## config.mk

```make
export PLATFORM = sky130hd
export DESIGN_NAME = regfile_writeback
export DESIGN_NICKNAME = d
export VERILOG_FILES = /design/src/rtl/regfile_writeback.sv
export SDC_FILE = /design/constraint.sdc
export NUM_CORES = 1
export LEC_CHECK = 0
export BUFFER_PORTS_ARGS = -buffer_cell sky130_fd_sc_hd__buf_2
export CAP_MARGIN = 30
export CORE_MARGIN = 2
export CORE_UTILIZATION = 63
export DETAILED_ROUTE_END_ITERATION = 8
export GPL_TIMING_DRIVEN = 0
export MAX_ROUTING_LAYER = met4
export PLACE_DENSITY = 0.95
export RECOVER_POWER = 25
export REMOVE_ABC_BUFFERS = 1
export SYNTH_ARGS = -nofsm -noshare
export SYNTH_HDL_FRONTEND = slang
export SYNTH_SLANG_ARGS = --single-unit
```

## constraint.sdc

```tcl
create_clock -name clk -period 5.4 [get_ports clk]
set_input_delay 0.54 -clock clk [delete_from_list [all_inputs] [get_ports clk]]
set_output_delay 0.54 -clock clk [all_outputs]
set_load 0.02 [all_outputs]
```

## src/rtl/regfile_writeback.sv

```systemverilog
// regfile_writeback: buffers ALU/load register writes in a FIFO, drains one per cycle
// to the register file write port, and forwards the newest pending data to readers.
module regfile_writeback #(
    parameter int DEPTH = 4
) (
    input  logic                     clk,
    input  logic                     rst,
    input  logic                     aluValid,
    input  logic [4:0]               aluReg,
    input  logic [31:0]              aluData,
    output logic                     aluReady,
    input  logic                     memValid,
    input  logic [4:0]               memReg,
    input  logic [31:0]              memData,
    output logic                     memReady,
    input  logic                     wbStall,
    output logic                     WB,
    output logic [4:0]               writeReg,
    output logic [31:0]              writeData,
    input  logic [4:0]               readReg1,
    input  logic [4:0]               readReg2,
    output logic                     fwdHit1,
    output logic                     fwdHit2,
    output logic [31:0]              fwdData1,
    output logic [31:0]              fwdData2,
    output logic [$clog2(DEPTH):0]   count,
    output logic                     full,
    output logic                     empty
);
    localparam int AW = $clog2(DEPTH);

    logic [4:0]    fifo_reg  [DEPTH];
    logic [31:0]   fifo_data [DEPTH];
    logic [AW-1:0] head, tail;
    logic          push_mem, push, pop;
    logic [4:0]    acc_reg;
    logic [31:0]   acc_data;

    assign full     = count == (AW+1)'(DEPTH);
    assign empty    = count == '0;
    assign memReady = !full;
    assign aluReady = !full && !memValid;
    assign push_mem = memValid && memReady;
    assign acc_reg  = push_mem ? memReg : aluReg;
    assign acc_data = push_mem ? memData : aluData;
    // Writes to r0 are acknowledged but never stored
    assign push     = (push_mem || (aluValid && aluReady)) && acc_reg != 5'd0;
    assign pop      = !wbStall && !empty;

    always_ff @(posedge clk) begin
        if (rst) begin
            head      <= '0;
            tail      <= '0;
            count     <= '0;
            WB        <= 1'b0;
            writeReg  <= '0;
            writeData <= '0;
        end else begin
            WB <= pop;
            if (pop) begin
                writeReg  <= fifo_reg[head];
                writeData <= fifo_data[head];
                head      <= head + 1'b1;
            end
            if (push) begin
                fifo_reg[tail]  <= acc_reg;
                fifo_data[tail] <= acc_data;
                tail            <= tail + 1'b1;
            end
            count <= count + (AW+1)'(push) - (AW+1)'(pop);
        end
    end

    // Scan oldest to newest so later matches override: output stage < older < newer
    always_comb begin
        fwdHit1  = WB && writeReg == readReg1 && readReg1 != 5'd0;
        fwdHit2  = WB && writeReg == readReg2 && readReg2 != 5'd0;
        fwdData1 = fwdHit1 ? writeData : '0;
        fwdData2 = fwdHit2 ? writeData : '0;
        for (int i = 0; i < DEPTH; i++) begin
            if ((AW+1)'(i) < count && fifo_reg[head + AW'(i)] == readReg1 && readReg1 != 5'd0) begin
                fwdHit1  = 1'b1;
                fwdData1 = fifo_data[head + AW'(i)];
            end
            if ((AW+1)'(i) < count && fifo_reg[head + AW'(i)] == readReg2 && readReg2 != 5'd0) begin
                fwdHit2  = 1'b1;
                fwdData2 = fifo_data[head + AW'(i)];
            end
        end
    end
endmodule

```

==> flow_summary.toml, run 1 <==
[routing]
firstDrtPassIters = 9
routed_wl_um = 43900
postRouteAntennaNets = 0
drc = 24
dr.max_layer_used = "met4"
dr_wl_met3_um = 5790
drt_iter0_drc = 1776
routed-wl-met2_um = 21300
num_vias = 12200
wl_met1_um = 14200
via_per_inst = 7.62
routedWlPerCell_um = 27.5

[critical_path]
required_ns = 4.86
rr_worst_depth = 11
crit_type = "reg2out"
cp_max_fo = 55
crit_path_cell_trace = "buf_16, mux4_2, xnor2_1, nand3_4, or2_1, nand2_4, o31ai_1, buf_2"
start_kind = "flip-flop"
cpPeakStageDelay_ns = 0.68
cpMaxStageDelayCell = "dfxtp_4"
worstSetupEndpointType = "output pin"
worstPathArrival_ns = 4.66

[synth]
synth_seq_cells = 195
netlist_area_um2 = 14000
yosysSeqAreaShare = 0.384
synth_cells = 1171
synth_cell_types = 55
synth_enable_flop_cells = 148
async_flop_share = 0
synth-main-ff-cell = "edfxtp_1"
ys_warn_count = 0
avgSynthCellArea_um2 = 12.0

[floorplanning]
start_util = 0.642
fp.coreArea_um2 = 21800
fp.dieArea_um2 = 23500
ios = 200
fp.dieW_um = 153
row_count = 54
dieHeight_um = 153

[global_route]
first_global_vias = 12200
gr-total-overflow = 0
grt_pass1_wl_um = 66800
antenna_found_initial = 1
grt_max_degree = 59
track_usage = 0.380

[sta]
worst_slew_pin_slew_ns = 1.75
drv_slew = 71
setup_ws_ns = 0.199
fmax_mhz = 192
relSlewSlack = -0.163
setup_viol = 0
hold_violations = 0
rsz0062_at_grt = "false"
period_needed_ns = 5.20
min_period_over_period = 0.963
skew_ns = 0.00975

[outcome]
failed_checks = "design-rule violations, max-capacitance violations, max-slew violations"
status = "finished with violations"

[final_layout]
drive_gt1_frac = 0.343
layout.nets = 1400
synthToLayoutAreaGrowth_pct = 13.5
final_util = 0.729
largest_register_ffs = 128

[power]
max-vdd-ir-drop_mv = 0.283
cellLeakagePower_uw = 0.00572
powerDensity_nw_per_um2 = 408

[cts]
clkLatencyLatePin_ns = 0.46
root_buffer = "clkbuf_16"
cts_made_buffers = 17
cts.htree.levels = 4
cts_buffer_depth = 2
cts_tree = "done"
cts_sinks = 195
clk_pin_slew_ns = 0.07

[hold_path]
hold_path_class = "in2reg"
whs_path_depth = 2

[placement]
post-place-ws_ns = 0.144
dp_hpwl_um = 28000
io_buffers = 199
place.gp.congestion = 0.931

[run]
maxCapViolCount = 2
-- path summary, 6_finish.rpt --
path | slack (ns) | startpoint | to
setup reg to reg | 1.57 | count[1]$_SDFF_PP0_ | count[2]$_SDFF_PP0_
hold / removal | 0.43 | memData[7] | fifo_data[0][7]$_DFFE_PP_
setup / recovery | 0.20 | head[0]$_SDFFE_PP0P_ | fwdData1[0]
hold reg to reg | 0.50 | writeData[20]$_SDFFE_PP0P_ | writeData[20]$_SDFFE_PP0P_
-- layer usage --
| layer | global-route usage | vias up |
|---|---|---|
| met2 | 0.605 | 1147 |
| met4 | 0.217 | 0 |
| met3 | 0.0873 | 313 |
| met5 | - | - |
| li1 | - | 4905 |
| met1 | 0.448 | 5790 |
-- what timing repair did --
item	in CTS	in global routing
setup buffers	1	0
endpoints found under the hold margin	0	0
hold buffers	0	0
gates resized for setup	2	4
pin swaps	1	0
setup endpoints to repair	50	28
-- logic make-up (layout without fill, tap and decap cells) --
group                    Yosys count  in the layout  share of synthesized area
AND/OR/NAND/NOR                  288            288                     0.0917
AO/OA/AOI/OAI                    232            232                      0.138
XOR/XNOR                          48             48                     0.0300
multiplexers                     264            264                      0.301
adder cells (fa/ha/maj)            9              9                    0.00857
buffers and inverters            135            279                     0.0461
other                              0              1                          0
flip-flops                       195            195                      0.384
-- cells in the mapped netlist, types with 3 or more instances --
library cell | number | share of area
inv_1 | 18 | 0.0048
and2_1 | 6 | 0.0027
nand2_1 | 108 | 0.029
o211ai_1 | 21 | 0.011
mux2i_1 | 87 | 0.062
o21ai_1 | 5 | 0.0018
a21oi_1 | 42 | 0.015
xnor2_1 | 26 | 0.016
edfxtp_1 | 148 | 0.32
buf_4 | 7 | 0.0037
o31ai_2 | 21 | 0.019
a221oi_1 | 43 | 0.027
nor4_1 | 4 | 0.0018
mux4_2 | 117 | 0.19
clkbuf_1 | 58 | 0.016
o31ai_1 | 30 | 0.016
nand4_1 | 6 | 0.0027
buf_6 | 5 | 0.0040
xor2_1 | 22 | 0.014
buf_1 | 11 | 0.0029
a211o_1 | 5 | 0.0031
nor3_1 | 64 | 0.023
a221oi_2 | 21 | 0.022
nor2_1 | 65 | 0.017
dfxtp_1 | 47 | 0.067
and3_1 | 4 | 0.0018
ha_1 | 8 | 0.0071
o21ai_0 | 28 | 0.010
buf_2 | 34 | 0.012
a21o_1 | 3 | 0.0016
or2_2 | 3 | 0.0013
nand3_1 | 10 | 0.0036
nand2b_1 | 7 | 0.0031
mux2_2 | 57 | 0.046
nor3b_1 | 3 | 0.0016
-- cell usage in the layout (no fill, tap or decap), types with 7 or more instances in the layout --
master and instances:
a221oi_2 21, inv_1 18, nand2b_1 7, nand3_1 8
mux2_1 8, a21oi_1 40, ha_1 8, nor3_1 64
a221oi_1 43, nor2_1 65, mux4_2 117, nand2_1 107
o21ai_0 28, buf_12 10, edfxtp_1 148, dfxtp_1 43
o31ai_2 21, mux2i_1 87, xnor2_1 26, clkbuf_16 17
clkbuf_1 46, xor2_1 22, o31ai_1 30, o211ai_1 21
buf_2 156, mux2_2 49, buf_16 8
-- report_power, final --
| part | total [uW] | switching [uW] | internal [uW] |
|---|---|---|---|
| sequential | 2280 | 374 | 1910 |
| combinational | 2970 | 1690 | 1280 |
| clock | 1240 | 601 | 635 |
| total | 6490 | 2670 | 3820 |
-- final cells by class --
cell class / instances / area, um^2
multi-input cells: 841 / 8070
fillers: 1416 / 5910
flip-flops and latches: 195 / 5400
repair buffers: 229 / 1480
clock buffers: 19 / 433
well taps: 280 / 350
clock inverters: 13 / 111
inverters: 18 / 67.6
diodes: 1 / 2.50
-- per-stage QoR --
step | power [uW] | cells | hold slack [ns] | setup TNS (ns) | instance area [um^2]
floorplan | 4420 | 1054 | 0.518 | -256.07 | 13400
global placement | 5130 | 1533 | 0.470 | -447.66 | 14800
detailed placement | 5170 | 1561 | 0.476 | 0 | 15400
CTS | 6390 | 1594 | 0.434 | 0 | 15900
global route | 6700 | 1596 | 0.436 | 0 | 15900
finish | 6490 | 1596 | 0.433 | 0 | 15900
-- worst max-delay path: cells and delay by family, from the launching register on --
| kind | cells | cell delay (ns) |
|---|---|---|
| xor+xnor | 1 | 0.21 |
| flops | 1 | 0.68 |
| simple gates | 3 | 1.37 |
| compound gates | 1 | 0.64 |
| buf+inv | 2 | 0.64 |
| mux | 1 | 0.61 |
Power figures use the tool's default switching activity.
==> run 2: changes to the inputs <==
--- a/config.mk
+++ b/config.mk
@@ -13,7 +13,7 @@
 export GPL_TIMING_DRIVEN = 0
 export MAX_ROUTING_LAYER = met4
 export PLACE_DENSITY = 0.95
-export RECOVER_POWER = 25
+export RECOVER_POWER = 100
 export REMOVE_ABC_BUFFERS = 1
 export SYNTH_ARGS = -nofsm -noshare
 export SYNTH_HDL_FRONTEND = slang
==> run 2 against run 1 <==
Against the previous run:
- final area shrank 1.3%
- non-clock buffer count is the same
- combinational power shrank 2%
- largest power group unchanged
- total power shrank 0.85%
- the run still ends with design-rule violations, max-capacitance violations, max-slew violations left
- worst hold slack gained 0.0086 ns
- sequential power is essentially flat
- wire length shrank 0.32%
- via count shrank 0.30%
- maximum frequency grew 0.53%
- count of clock-buffer cells in the layout is the same
==> flow_summary.toml, run 2 (synthesis gave the netlist of run 1 again) <==
[global_route]
first_global_vias = 12200
grt_pass1_wl_um = 66800
track_usage = 0.380
met2_usage = 0.605
grtUsageMet1 = 0.448
grt-busiest-layer = "met2"
antenna_found_initial = 0
grt_max_degree = 59
use_met3 = 0.0873
gr-total-overflow = 0

[sta]
tns_ns = 0
setup_viol = 0
worst_slew_pin_slew_ns = 1.90
skew_ns = 0.0110
relSlewSlack = -0.265
min_period_over_period = 0.958
drv_slew = 146
rsz0062_at_grt = "false"
fmax_mhz = 193
period_needed_ns = 5.17
hold_violations = 0

[critical_path]
startpoint = "head[0]$_SDFFE_PP0P_"
worstReg2RegStart = "count[2]$_SDFF_PP0_"
required_ns = 4.86
cp_max_fo = 55
worstPathArrival_ns = 4.63
start_kind = "flip-flop"
crit_type = "reg2out"
worstSetupEndpointType = "output pin"

[routing]
postRouteAntennaNets = 0
routedWlPerCell_um = 27.5
num_vias = 12100
drt_iter0_drc = 1647
via_per_inst = 7.60
routed_wl_um = 43800
drc = 1
firstDrtPassIters = 9

[floorplanning]
fp.coreArea_um2 = 21800
start_util = 0.642
dieHeight_um = 153
row_count = 54
ios = 200
fp.dieW_um = 153
fp.dieArea_um2 = 23500

[cts]
cts_tree = "done"
root_buffer = "clkbuf_16"
cts_buffer_depth = 2
cts_made_buffers = 17
cts_sinks = 195
cts.htree.levels = 4
hold_buffers = 0
clkLatencyLatePin_ns = 0.46
clk_pin_slew_ns = 0.07

[placement]
place.gp.congestion = 0.931
dp_hpwl_um = 28000
dp.cells = 1561
io_buffers = 199

[power]
swShare = 0.412
max-vdd-ir-drop_mv = 0.279
internal_power_uw = 3780
cellLeakagePower_uw = 0.00547
p_seq_frac = 0.356
switchingPower_uw = 2650
clockPowerShare = 0.191
comb_power_share = 0.453
powerDensity_nw_per_um2 = 410

[final_layout]
layout_commonest_cell = "edfxtp_1"
largest_register_ffs = 128
mostFrequentLayoutCells = "edfxtp_1 (148), buf_2 (120), mux4_2 (117)"
synthToLayoutAreaGrowth_pct = 12.1
layout.nets = 1400
antenna_cells = 0
stdcell_count = 1595
drive_gt1_frac = 0.278

[hold_path]
worstHoldStart = "memData[2]"
hold_path_class = "in2reg"

[outcome]
status = "finished with violations"
failed_checks = "design-rule violations, max-capacitance violations, max-slew violations"

[run]
maxCapViolCount = 5
-- run 2: routing by layer --
layer	up-vias	share of wire	wire, um
li1	4898	-	-
met1	5811	0.33	14300
met2	1100	0.48	21100
met3	309	0.13	5510
met4	0	0.065	2840
met5	-	0	0
-- run 2: worst paths after layout --
| kind | endpoint | slack [ns] | depth (start not counted) |
|---|---|---|---|
| max | fwdData1[0] | 0.23 | 8 |
| min | fifo_data[3][2]$_DFFE_PP_ | 0.44 | 2 |
| max reg2reg | fifo_data[2][15]$_DFFE_PP_ | 0.31 | 7 |
| min reg2reg | writeData[22]$_SDFFE_PP0P_ | 0.50 | 2 |
-- run 2: power by group through the flow --
stage	combinational (uW)	sequential, uW	clock [uW]
floorplan	1980	2440	0
global placement	2680	2450	0
detailed placement	2870	2300	0
CTS	2910	2270	1220
global route	3050	2330	1280
finish	2910	2290	1230
-- run 2: final cells by class --
| cell class | instances | area (um^2) |
|---|---|---|
| Clock inverter | 13 | 111 |
| Sequential cell | 195 | 5400 |
| Multi-Input combinational cell | 841 | 7970 |
| Inverter | 18 | 67.6 |
| Tap cell | 280 | 350 |
| Timing Repair Buffer | 229 | 1370 |
| Clock buffer | 19 | 433 |
| Fill cell | 1465 | 6120 |
-- run 2: worst max-delay path: stages, from the launching register on --
cell      delay (ns)
dfxtp_4         0.67
buf_16          0.37
mux4_2          0.61
xnor2_1         0.21
nand3_4         0.41
or2_1           0.53
nand2_4         0.37
o31ai_1         0.65
clkbuf_1        0.29
-- run 2: stage by stage --
| stage | total power, uW | util | hold slack, ns | setup slack (ns) | area (um^2) |
|---|---|---|---|---|---|
| finish | 6430 | 0.720 | 0.441 | 0.226 | 15700 |
| global route | 6660 | 0.720 | 0.446 | 0.105 | 15700 |
| CTS | 6390 | 0.731 | 0.434 | 0.0202 | 15900 |
| detailed placement | 5170 | 0.705 | 0.476 | 0.144 | 15400 |
| global placement | 5130 | 0.677 | 0.470 | -8.84 | 14800 |
| floorplan | 4420 | - | 0.518 | -5.24 | 13400 |
-- run 2: what timing repair did --
| action | in CTS | in global routing |
|---|---|---|
| buffers inserted | 1 | 0 |
| setup endpoints to repair | 50 | 28 |
| resized for setup | 2 | 4 |
| pin swaps | 1 | 0 |
